<file path="src/rtl/mult_share_arbiter.sv">
// Round-robin arbiter sharing one sequential signed multiplier among NREQ requesters.
// The winner's operands are held on the multiplier for the whole operation, with a watchdog abort.
module mult_share_arbiter #(
  parameter int NREQ    = 4,
  parameter int W       = 8,
  parameter int TIMEOUT = 31
) (
  input  logic              clk,
  input  logic              reset,
  input  logic [NREQ-1:0]   req,
  input  logic [NREQ*W-1:0] a_in,
  input  logic [NREQ*W-1:0] b_in,
  output logic [NREQ-1:0]   gnt,
  output logic [NREQ-1:0]   done,
  output logic              err,
  output logic [2*W-1:0]    p_out,
  output logic              busy,
  output logic              mul_start,
  output logic [W-1:0]      mul_a,
  output logic [W-1:0]      mul_b,
  input  logic [2*W-1:0]    mul_p,
  input  logic              mul_rdy
);

  localparam int IW = (NREQ > 1) ? $clog2(NREQ) : 1;
  localparam int CW = $clog2(TIMEOUT);

  typedef enum logic [1:0] {IDLE, START, WAIT, DONE} state_t;

  state_t          state;
  logic [IW-1:0]   ptr;
  logic [IW-1:0]   owner;
  logic [CW-1:0]   wcnt;
  logic [IW-1:0]   pick;
  logic [IW-1:0]   cand;

  // Scan downward so the last hit is the first requester at or above ptr.
  always_comb begin
    pick = ptr;
    cand = '0;
    for (int k = NREQ - 1; k >= 0; k--) begin
      cand = IW'((int'(ptr) + k) % NREQ);
      if (req[cand]) pick = cand;
    end
  end

  always_ff @(posedge clk or posedge reset) begin
    if (reset) begin
      state     <= IDLE;
      ptr       <= '0;
      owner     <= '0;
      wcnt      <= '0;
      gnt       <= '0;
      done      <= '0;
      err       <= 1'b0;
      p_out     <= '0;
      busy      <= 1'b0;
      mul_start <= 1'b0;
      mul_a     <= '0;
      mul_b     <= '0;
    end else begin
      case (state)
        IDLE: begin
          if (|req) begin
            owner     <= pick;
            mul_a     <= a_in[int'(pick)*W +: W];
            mul_b     <= b_in[int'(pick)*W +: W];
            gnt       <= NREQ'(1) << pick;
            mul_start <= 1'b1;
            busy      <= 1'b1;
            state     <= START;
          end
        end
        START: begin
          mul_start <= 1'b0;
          wcnt      <= '0;
          state     <= WAIT;
        end
        WAIT: begin
          wcnt <= wcnt + CW'(1);
          // rdy in the first WAIT cycle may be stale from the previous operation
          if (mul_rdy && (wcnt != '0)) begin
            p_out <= mul_p;
            done  <= NREQ'(1) << owner;
            err   <= 1'b0;
            state <= DONE;
          end else if (wcnt == CW'(TIMEOUT - 1)) begin
            p_out <= '0;
            done  <= NREQ'(1) << owner;
            err   <= 1'b1;
            state <= DONE;
          end
        end
        DONE: begin
          done  <= '0;
          err   <= 1'b0;
          gnt   <= '0;
          busy  <= 1'b0;
          ptr   <= (owner == IW'(NREQ - 1)) ? '0 : owner + IW'(1);
          state <= IDLE;
        end
        default: state <= IDLE;
      endcase
    end
  end

endmodule

</file>
<file path="config.mk">
export PLATFORM = sky130hd
export DESIGN_NAME = mult_share_arbiter
export DESIGN_NICKNAME = d
export VERILOG_FILES = /design/src/rtl/mult_share_arbiter.sv
export SDC_FILE = /design/constraint.sdc
export NUM_CORES = 1
export LEC_CHECK = 0
export CAP_MARGIN = 40
export CORE_ASPECT_RATIO = 1.1
export CORE_MARGIN = 5
export CORE_UTILIZATION = 35
export DETAILED_ROUTE_END_ITERATION = 10
export GPL_ROUTABILITY_DRIVEN = 0
export HOLD_SLACK_MARGIN = 0.15
export PLACE_DENSITY = 0.72
export SLEW_MARGIN = 5
export SYNTH_ARGS = -nofsm -noshare
export SYNTH_HDL_FRONTEND = slang
export SYNTH_SLANG_ARGS = --single-unit
export TNS_END_PERCENT = 100
</file>
<file path="constraint.sdc">
create_clock -name clk -period 2.1 [get_ports clk]
set_input_delay 0.21 -clock clk [delete_from_list [all_inputs] [get_ports clk]]
set_output_delay 0.21 -clock clk [all_outputs]
set_load 0.05 [all_outputs]
</file>
==> flow_metrics.py, run 1 <==
metrics = {
    "logic_synthesis": {
        "syn_inst": 273,
        "syn_nets": 371,
        "synth-edff-count": 0,
        "synth_top_flop_cell": "dfrtp_1",
        "yosysWarnings": 0,
        "yosysSeqAreaShare_pct": 46.9,
        "avgSynthCellArea_sq_um": 10.6,
        "netlist-cell-type-count": 41,
        "synth_seq_cells": 54,
        "syn_area_sq_um": 2880,
        "async_flop_share_pct": 100,
    },
    "placement": {
        "port_buffers": 129,
        "post_dp_cell_area_sq_um": 4520,
        "dp.final_hpwl_mm": 6.66,
    },
    "power_and_ir_drop": {
        "power.density_nw_per_um2": 1450,
        "power_mw": 6.67,
        "combPwrFrac_pct": 65.1,
        "netSwitchingFraction_pct": 47.4,
        "p_clk_share_pct": 8.2,
        "vdd_drop_max_v": 0.000680,
        "p_seq_share_pct": 26.6,
        "internal-power_mw": 3.51,
        "switching_power_mw": 3.16,
        "p_leak_nw": 1.95,
    },
    "cts": {
        "clkLatencyLatePin_ps": 300,
        "clk_pin_slew_worst_paths_ps": 90,
        "htreeDepth": 2,
        "clock_sinks": 54,
        "clockBufferDepth": 2,
        "numCtsBuffers": 5,
        "post-cts-setup-buffers": 0,
        "hold_buffers": 0,
        "cts_tree": "yes",
        "post_cts_resized": 0,
        "cts-root-buf": "clkbuf_8",
    },
    "worst_setup_path": {
        "cp_slowest_stage_delay_ps": 440,
        "cp_data_required_time_ps": 2290,
        "crit_path_max_fanout": 16,
        "crit_arrival_ps": 2220,
        "path_cells": "nor3b_1 > a2111oi_4 > nor2_4 > buf_12 > mux2_2 > a221o_1",
        "crit_type": "flip-flop to flip-flop",
        "worst_setup_path_end_kind": "flip-flop",
        "cp_slowest_cell": "nor3b_1",
        "start_kind": "flip-flop",
    },
    "final_layout": {
        "fillers": 687,
        "drive_gt1_share_pct": 13.7,
        "utilization_pct": 57.8,
        "postLayoutCellArea_sq_um": 4600,
        "synthToLayoutAreaGrowth_pct": 59.7,
        "final_cell_mix": "129 x clkdlybuf4s50_1, 54 x dfrtp_1, 26 x buf_4",
        "final_common_cell": "clkdlybuf4s50_1",
        "fin_nets": 522,
        "antennaDiodeCount": 0,
    },
    "die": {
        "ios": 130,
        "die_area_sq_um": 10100,
        "fp.dieH_um": 105,
        "start_util_pct": 36.2,
        "core-area_sq_um": 7960,
        "placementRows": 34,
        "die_w_um": 96.5,
    },
    "global_routing": {
        "grt_pass1_wl_mm": 13.7,
        "overflow": 0,
        "antenna_found_initial": 0,
        "grt_pass1_vias": 2893,
        "grt_max_degree": 37,
        "grtUsageTotal_pct": 16.8,
    },
    "sta": {
        "slew_violations": 0,
        "fmax_mhz": 493,
        "setup_viol": 0,
        "hold_viol": 0,
        "slew_headroom_pct": 56.8,
        "finClkSkew_ps": 8.59,
        "fin_hold_ws_ps": 215,
        "period_minus_slack_ps": 2030,
        "rsz0062_at_grt": "false",
        "tightest_slew_ps": 642,
        "fin_crit_sh_pct": 96.6,
    },
    "drt": {
        "drc": 0,
        "wl_per_cell_um": 15.9,
        "drtAntennaViolNets": 0,
        "vias": 2742,
        "drt-pass1-iter-count": 4,
        "drt-initial-drc-count": 96,
        "routed_wl_mm": 8.48,
        "vias_per_cell": 5.15,
    },
    "flow_run": {
        "maxCapViolCount": 0,
    },
    "run_status": {
        "status": "finished clean",
    },
    "worst_hold_path": {
        "hold_path.class": "input port to async pin",
    },
}
-- final cells by class --
class | count | area, sq um | area share [%]
Tap cell | 108 | 135 | 2.94
Multi-Input combinational cell | 191 | 1420 | 30.8
Inverter | 13 | 48.8 | 1.06
Timing Repair Buffer | 159 | 1570 | 34.0
Sequential cell | 54 | 1350 | 29.4
Clock inverter | 1 | 7.51 | 0.163
Clock buffer | 6 | 72.6 | 1.58
-- path summary, 6_finish.rpt --
path                       cells past startpoint  slack, ps              endpoint               start
max reg2reg                                    6         70  mul_b[6]$_DFFE_PP0P_  ptr[1]$_DFFE_PP0P_
min                                            2        210  mul_a[5]$_DFFE_PP0P_               reset
min reg2reg                                    1        500      busy$_DFFE_PP0P_    busy$_DFFE_PP0P_
min in group clk                               1        500      busy$_DFFE_PP0P_    busy$_DFFE_PP0P_
max                                            6         70  mul_b[6]$_DFFE_PP0P_  ptr[1]$_DFFE_PP0P_
max in group asynchronous                      3       1350  mul_b[5]$_DFFE_PP0P_               reset
-- cells by family (layout without fill, tap and decap cells) --
family,after synthesis,count (layout),share of synthesized area (%)
mux,20,20,8.51
fa+ha+maj,11,11,4.78
flops,54,54,46.9
compound gates,98,98,25.1
simple gates,62,62,10.7
buf+inv,28,179,4.00
-- synthesized netlist by cell type (3+ instances only) --
cell      count  share of area (%)
dfrtp_1      54                 47
o21ai_0      24                4.2
a21oi_1      21                3.6
nand3_1      19                3.3
nand2_1      18                2.3
a22o_1       16                4.9
a221o_1      15                5.2
inv_1        13                1.7
clkbuf_1     12                1.6
ha_1         11                4.8
mux2_2       10                3.9
nor2_1        8                1.0
mux2_4        6                3.1
a32o_1        4                1.4
nand2b_1      4               0.87
a21o_1        3               0.78
nor2b_1       3               0.65
-- per-stage QoR --
stage,setup slack [ps],TNS (ps),instances
CTS,73.4,0,532
finish,71.8,0,532
global placement,-142,-1950,525
detailed placement,-210,-2820,525
floorplan,49.5,0,273
global route,12.0,0,532
-- state kept, by name (all words and copies together) (netlist names), 2 cells and up --
register	count
wcnt	5
ptr	2
owner	2
mul_a	8
gnt	4
mul_b	8
done	4
state	2
p_out	16
-- per-layer routing --
layer | vias up | track usage (%) | share of wire, %
met3 | 12 | 5.61 | 9.1
met5 | - | 0 | 0
met4 | 0 | 4.81 | 1.4
li1 | 1336 | - | -
met2 | 103 | 28.3 | 50
met1 | 1291 | 20.3 | 40
-- worst max-delay path, delay by kind of cell (launching register included) --
kind,cells,cell delay (ps)
flops,1,380
compound gates,2,430
simple gates,2,590
buf+inv,1,170
mux,1,340
-- power groups by stage --
stage / clock network (mW) / logic, mW / registers, mW
2_1_floorplan: 0 / 1.55 / 2.99
3_3_place_gp: 0 / 4.30 / 1.77
3_5_place_dp: 0 / 4.37 / 1.79
4_1_cts: 0.579 / 4.38 / 1.77
5_1_grt: 0.628 / 4.64 / 1.83
6_report: 0.549 / 4.34 / 1.78
No activity file was read; power rests on OpenSTA's default activity.
==> inputs of run 2 (changes only) <==
--- a/config.mk
+++ b/config.mk
@@ -7,12 +7,13 @@
 export LEC_CHECK = 0
 export CAP_MARGIN = 40
 export CORE_ASPECT_RATIO = 1.1
-export CORE_MARGIN = 5
+export CORE_MARGIN = 2
 export CORE_UTILIZATION = 35
 export DETAILED_ROUTE_END_ITERATION = 10
+export DONT_BUFFER_PORTS = 1
 export GPL_ROUTABILITY_DRIVEN = 0
 export HOLD_SLACK_MARGIN = 0.15
-export PLACE_DENSITY = 0.72
+export SETUP_SLACK_MARGIN = 0.02
 export SLEW_MARGIN = 5
 export SYNTH_ARGS = -nofsm -noshare
 export SYNTH_HDL_FRONTEND = slang
==> run 2 against run 1 <==
Against the previous run: worst setup slack better by 23 ps; cell area down 25%; fmax increased by 1.2%; first-iteration DRC count fell by 22%; non-clock buffer count decreased by 118; global-route usage shrank 0.44 points; sequential share of layout area up 9.9 points; largest cell class is now multi-input gates; largest power group is now sequential cells; highest routed layer unchanged.
==> flow_metrics.py, run 2 (synthesized netlist as in run 1, its figures left out) <==
metrics = {
    "run_status": {
        "status": "finished clean",
    },
    "sta": {
        "tightest_slew_ps": 612,
        "fin_hold_ws_ps": 160,
        "setup_viol": 0,
        "slew_violations": 0,
        "fmax_mhz": 499,
        "hold_viol": 0,
        "finClkSkew_ps": 15.5,
        "fin_crit_sh_pct": 95.5,
        "slew_headroom_pct": 58.7,
        "period_minus_slack_ps": 2000,
        "rsz0062_at_grt": "false",
    },
    "die": {
        "die_area_sq_um": 8970,
        "ios": 130,
        "fp.dieH_um": 99.1,
        "die_w_um": 90.5,
        "placementRows": 34,
        "start_util_pct": 36.2,
        "core-area_sq_um": 7960,
    },
    "cts": {
        "clkLatencyLatePin_ps": 310,
        "clk_pin_slew_worst_paths_ps": 110,
        "numCtsBuffers": 5,
        "htreeDepth": 2,
        "clockBufferDepth": 2,
        "cts_tree": "yes",
        "cts-root-buf": "clkbuf_8",
        "clock_sinks": 54,
    },
    "placement": {
        "dpl.cell_count": 387,
        "post_dp_cell_area_sq_um": 3120,
        "port_buffers": 0,
        "dp.final_hpwl_mm": 5.46,
    },
    "drt": {
        "drtAntennaViolNets": 0,
        "vias_per_cell": 5.65,
        "drt-pass1-iter-count": 4,
        "routed_wl_mm": 7.66,
        "vias": 2356,
        "drt-initial-drc-count": 75,
        "drc": 0,
        "wl_per_cell_um": 18.4,
    },
    "worst_setup_path": {
        "cp_data_required_time_ps": 2310,
        "critPathLaunch": "ptr[1]$_DFFE_PP0P_",
        "crit_type": "flip-flop to flip-flop",
        "rr_worst_depth": 6,
        "start_kind": "flip-flop",
        "rrSetupSlack_ps": 100,
        "rr_endpoint": "mul_a[6]$_DFFE_PP0P_",
        "crit_path_max_fanout": 15,
        "worst_setup_path_end_kind": "flip-flop",
        "reg2reg_from": "ptr[1]$_DFFE_PP0P_",
        "crit_end": "mul_a[6]$_DFFE_PP0P_",
        "crit_arrival_ps": 2210,
    },
    "global_routing": {
        "overflow": 0,
        "grtUsageTotal_pct": 16.4,
        "grt_pass1_wl_mm": 11.9,
        "grt_max_degree": 23,
        "grt_pass1_vias": 2370,
        "antenna_found_initial": 2,
    },
    "flow_run": {
        "maxCapViolCount": 0,
    },
    "final_layout": {
        "fin_nets": 404,
        "regMostFlops": "p_out",
        "postLayoutCellArea_sq_um": 3450,
        "instances_no_fill": 417,
        "reg.largest.list": "p_out (16), mul_a (8), mul_b (8)",
        "utilization_pct": 43.3,
        "drive_gt1_share_pct": 17.9,
        "final_cell_mix": "53 x dfrtp_1, 24 x o21ai_0, 22 x buf_4",
        "largest_reg_flops": 16,
        "synthToLayoutAreaGrowth_pct": 19.6,
        "final_common_cell": "dfrtp_1",
    },
    "worst_hold_path": {
        "min_delay_path_depth": 2,
        "hold_path.class": "input port to flip-flop",
    },
    "power_and_ir_drop": {
        "power.density_nw_per_um2": 1700,
        "vdd_drop_max_v": 0.000607,
        "power_mw": 5.87,
        "p_leak_nw": 1.49,
    },
}
## run 2: through the flow
step / worst slack, ps / setup TNS [ps]
final: 95.3 / 0
after global routing: 17.9 / 0
after CTS: 60.0 / 0
after detailed placement: -1.53 / -1.53
after global placement: 34.2 / 0
after floorplan: 49.5 / 0
## run 2: worst min path at each step
stage | from | end | slack [ps]
4_1_cts | a_in[13] | mul_a[5]$_DFFE_PP0P_ | 160
2_1_floorplan | mul_p[0] | p_out[0]$_DFFE_PP0P_ | 340
3_3_place_gp | reset | mul_a[5]$_DFFE_PP0P_ | 70
6_report | a_in[13] | mul_a[5]$_DFFE_PP0P_ | 160
5_1_grt | a_in[31] | mul_a[7]$_DFFE_PP0P_ | 150
3_5_place_dp | reset | mul_a[5]$_DFFE_PP0P_ | 80
## run 2: cell type report
class                   count  area [sq um]
multi-input cells         191          1440
flip-flops and latches     54          1350
well taps                 108           135
clock buffers               7          86.3
repair buffers             41           365
clock inverters             1          8.76
fillers                   771          4510
diodes                      2          5.00
inverters                  13          48.8
## run 2: report_power, final
group          switching (mW)  total, mW  leakage, nW  internal (mW)
sequential               1.62       3.09        0.685           1.46
clock                   0.345      0.618       0.0489          0.274
combinational            1.11       2.17        0.760           1.05
## run 2: repair_timing
action / in CTS / in global routing
setup endpoints to repair: 15 / 15
setup buffers: 0 / 2
gates resized for setup: 2 / 4
gates cloned: 0 / 0
endpoints found under the hold margin: 66 / 0
pin swaps: 0 / 1
hold buffers: 18 / 0
## run 2: worst max-delay path, cell delays in order, from the launching register on
cell       delay (ps)
dfrtp_2           460
nor3b_2           190
a2111oi_4         350
nor2_4             90
buf_12            170
mux2_1            320
a221o_1           320
## run 2: routing by layer
layer  part of all wire, %  vias to the layer above  GRT usage (%)  wire length (um)
met3                   8.1                       10           5.08               624
met2                    51                      115           29.3              3880
met1                    40                     1133           19.0              3060
met5                     0                        -              0                 0
li1                      -                     1098              -                 -
met4                   1.3                        0           4.62               100
==> inputs of run 3 (changes only) <==
--- a/config.mk
+++ b/config.mk
@@ -5,6 +5,7 @@
 export SDC_FILE = /design/constraint.sdc
 export NUM_CORES = 1
 export LEC_CHECK = 0
+export ABC_AREA = 1
 export CAP_MARGIN = 40
 export CORE_ASPECT_RATIO = 1.1
 export CORE_MARGIN = 2
@@ -12,6 +13,7 @@
 export DETAILED_ROUTE_END_ITERATION = 10
 export DONT_BUFFER_PORTS = 1
 export GPL_ROUTABILITY_DRIVEN = 0
+export GPL_TIMING_DRIVEN = 1
 export HOLD_SLACK_MARGIN = 0.15
 export SETUP_SLACK_MARGIN = 0.02
 export SLEW_MARGIN = 5
==> run 3 against run 2 <==
Against the previous run: combinational power grew 74%; utilization grew 0.10 points; critical path type unchanged; non-clock buffer count grew 17; largest cell class unchanged; global-route usage is essentially flat; critical path depth grew 8; worst setup slack gained 99 ps; sequential share of layout area shrank 4.1 points; fmax grew 5.2%; clock power grew 5.0%; wire length grew 13%; power grew 28%.
==> flow_metrics.py, run 3 <==
metrics = {
    "cts": {
        "clk_pin_slew_worst_paths_ps": 100,
        "cts_tree": "yes",
        "clockBufferDepth": 2,
        "numCtsBuffers": 5,
        "htreeDepth": 2,
        "clock_sinks": 54,
        "cts-root-buf": "clkbuf_8",
        "clkLatencyLatePin_ps": 320,
    },
    "run_status": {
        "status": "finished clean",
    },
    "sta": {
        "rsz0062_at_grt": "false",
        "hold_viol": 0,
        "fmax_mhz": 525,
        "setup_viol": 0,
        "fin_ws_ps": 195,
        "period_minus_slack_ps": 1910,
        "fin_tns_setup_ps": 0,
        "fin_crit_sh_pct": 90.7,
        "slew_headroom_pct": 66.1,
        "tightest_slew_ps": 508,
        "finClkSkew_ps": 6.88,
        "slew_violations": 0,
    },
    "logic_synthesis": {
        "synth_top_area_share_pct": 42.5,
        "syn_inst": 414,
        "synth_seq_cells": 54,
        "synth-edff-count": 0,
        "synth_common_cells": "122 x nand2_1, 111 x nand3_1, 54 x dfrtp_1",
        "avgSynthCellArea_sq_um": 7.69,
        "synth_top_area_cell": "dfrtp_1",
        "yosysMostFrequentCell": "nand2_1",
        "syn_nets": 512,
        "synth_area_leaders": "dfrtp_1 42%, nand3_1 17%, nand2_1 14%, ha_1 4.3%, inv_1 3.7%",
        "yosysWarnings": 0,
        "yosysSeqAreaShare_pct": 42.5,
        "netlist-cell-type-count": 30,
        "syn_area_sq_um": 3180,
        "async_flop_share_pct": 100,
        "synth_top_flop_cell": "dfrtp_1",
    },
    "worst_hold_path": {
        "holdCritStartpoint": "a_in[13]",
        "hold_path.class": "input port to flip-flop",
    },
    "final_layout": {
        "antennaDiodeCount": 0,
        "reg.largest.list": "p_out (16), mul_a (8), mul_b (8)",
        "fin_nets": 558,
        "drive_gt1_share_pct": 10.4,
        "final_common_cell": "nand2_1",
        "seq_area_sq_um": 1350,
        "fillers": 854,
        "largest_reg_flops": 16,
        "utilization_pct": 43.4,
        "multi_input_area_sq_um": 1540,
        "synthToLayoutAreaGrowth_pct": 21.0,
        "final_cell_mix": "122 x nand2_1, 111 x nand3_1, 53 x dfrtp_1",
        "regMostFlops": "p_out",
    },
    "global_routing": {
        "met2_usage_pct": 31.1,
        "grtUsageTotal_pct": 16.4,
        "grt_pass1_vias": 2822,
        "antenna_found_initial": 0,
        "overflow": 0,
        "grtUsageMet1_pct": 17.8,
        "grt_max_degree": 35,
        "top_usage_layer": "met2",
        "grt_pass1_wl_mm": 13.0,
        "use_met3_pct": 4.78,
    },
    "power_and_ir_drop": {
        "power.density_nw_per_um2": 1950,
        "vdd_drop_max_v": 0.000808,
        "p_leak_nw": 1.90,
    },
    "worst_setup_path": {
        "cp_data_required_time_ps": 2310,
        "crit_type": "flip-flop to flip-flop",
        "rr_endpoint": "mul_a[0]$_DFFE_PP0P_",
        "start_kind": "flip-flop",
        "cp_slowest_cell": "dfrtp_2",
        "worst_path_most_repeated_cell": "nand2_1",
        "crit_path_max_fanout": 23,
        "crit_arrival_ps": 2120,
        "reg2reg_from": "ptr[0]$_DFFE_PP0P_",
        "crit_end": "mul_a[0]$_DFFE_PP0P_",
        "critPathLaunch": "ptr[0]$_DFFE_PP0P_",
        "rr_worst_depth": 14,
        "cp_slowest_stage_delay_ps": 500,
        "path_cells": "inv_8 > nand2_2 > nand2_1 > nand2_1 > nand2_1 > inv_2 > nand2_4 > nand2_4 > nand2_8 > nand2_4 > nand2_1 > nand3_1 > nand3_1 > nand2_1",
        "worst_setup_path_end_kind": "flip-flop",
        "rrSetupSlack_ps": 190,
    },
    "placement": {
        "place_ws_ps": 145,
        "dp.final_hpwl_mm": 5.82,
        "port_buffers": 0,
    },
    "die": {
        "die_area_sq_um": 9870,
        "die_w_um": 94.9,
        "ios": 130,
        "fp.dieH_um": 104,
        "start_util_pct": 35.9,
        "placementRows": 36,
        "core-area_sq_um": 8870,
    },
    "drt": {
        "drt-initial-drc-count": 100,
        "vias": 2904,
        "drc": 0,
        "drtAntennaViolNets": 0,
        "wl_per_cell_um": 15.0,
        "vias_per_cell": 5.05,
        "drt-pass1-iter-count": 5,
        "routed_wl_mm": 8.64,
    },
    "flow_run": {
        "maxCapViolCount": 0,
    },
}
## run 3: changes by cell type after synthesis, sizes merged, moves of 16 or more
cell / previous run / this run
a22o: 16 / 0
nand2: 18 / 138
a21oi: 21 / 4
mux2: 18 / 1
nand3: 19 / 112
inv: 13 / 36
## run 3: kinds of logic after synthesis
| logic type | share of synthesized area, % |
|---|---|
| fa+ha+maj | 4.32 |
| simple gates | 38.4 |
| compound gates | 4.83 |
| flops | 42.5 |
| mux | 0.354 |
| buf+inv | 9.63 |
## run 3: final cells by class
class / instances / area share, %
Inverter: 39 / 3.99
Tap cell: 114 / 3.70
Clock buffer: 6 / 2.14
Multi-Input combinational cell: 302 / 40.1
Timing Repair Buffer: 58 / 14.6
Clock inverter: 2 / 0.422
Sequential cell: 54 / 35.1
## run 3: report_power, final
part           total [mW]  internal [mW]  switching [mW]
logic                3.77           1.31            2.46
registers            3.10           1.47            1.63
clock network       0.649          0.273           0.376
total                7.52           3.06            4.46
## run 3: what timing repair did
| action | CTS | global route |
|---|---|---|
| gates resized for setup | 0 | 2 |
| setup buffers | 0 | 1 |
| hold endpoints to repair | 50 | 0 |
| setup endpoints to repair | 0 | 18 |
| hold buffers | 45 | 0 |
## run 3: worst min path at each step
stage	endpoint	slack, ps	cells after the start
floorplan	p_out[0]$_DFFE_PP0P_	360	2
global placement	mul_b[7]$_DFFE_PP0P_	140	1
detailed placement	mul_b[7]$_DFFE_PP0P_	150	1
CTS	mul_b[2]$_DFFE_PP0P_	150	4
global route	mul_a[5]$_DFFE_PP0P_	170	4
finish	mul_a[5]$_DFFE_PP0P_	150	4
## run 3: worst max-delay path: cells and delay by family, from the launching register on
| family | cells | cell delay (ps) |
|---|---|---|
| AND/OR/NAND/NOR | 12 | 1160 |
| flip-flops | 1 | 500 |
| buffers and inverters | 2 | 150 |
## run 3: metal layers
metal | share of wire [%] | routed length [um]
met1 | 40 | 3440
met2 | 50 | 4340
met3 | 9.2 | 798
met4 | 0.72 | 62
met5 | 0 | 0
## run 3: per-stage QoR
stage	std cells	total power, mW	hold WS [ps]	area, sq um
after floorplan	414	6.12	358	3180
final	575	7.52	151	3850
after global routing	575	8.08	174	3850
after global placement	520	6.59	139	3280
after detailed placement	520	6.67	149	3280
after CTS	573	7.40	154	3820
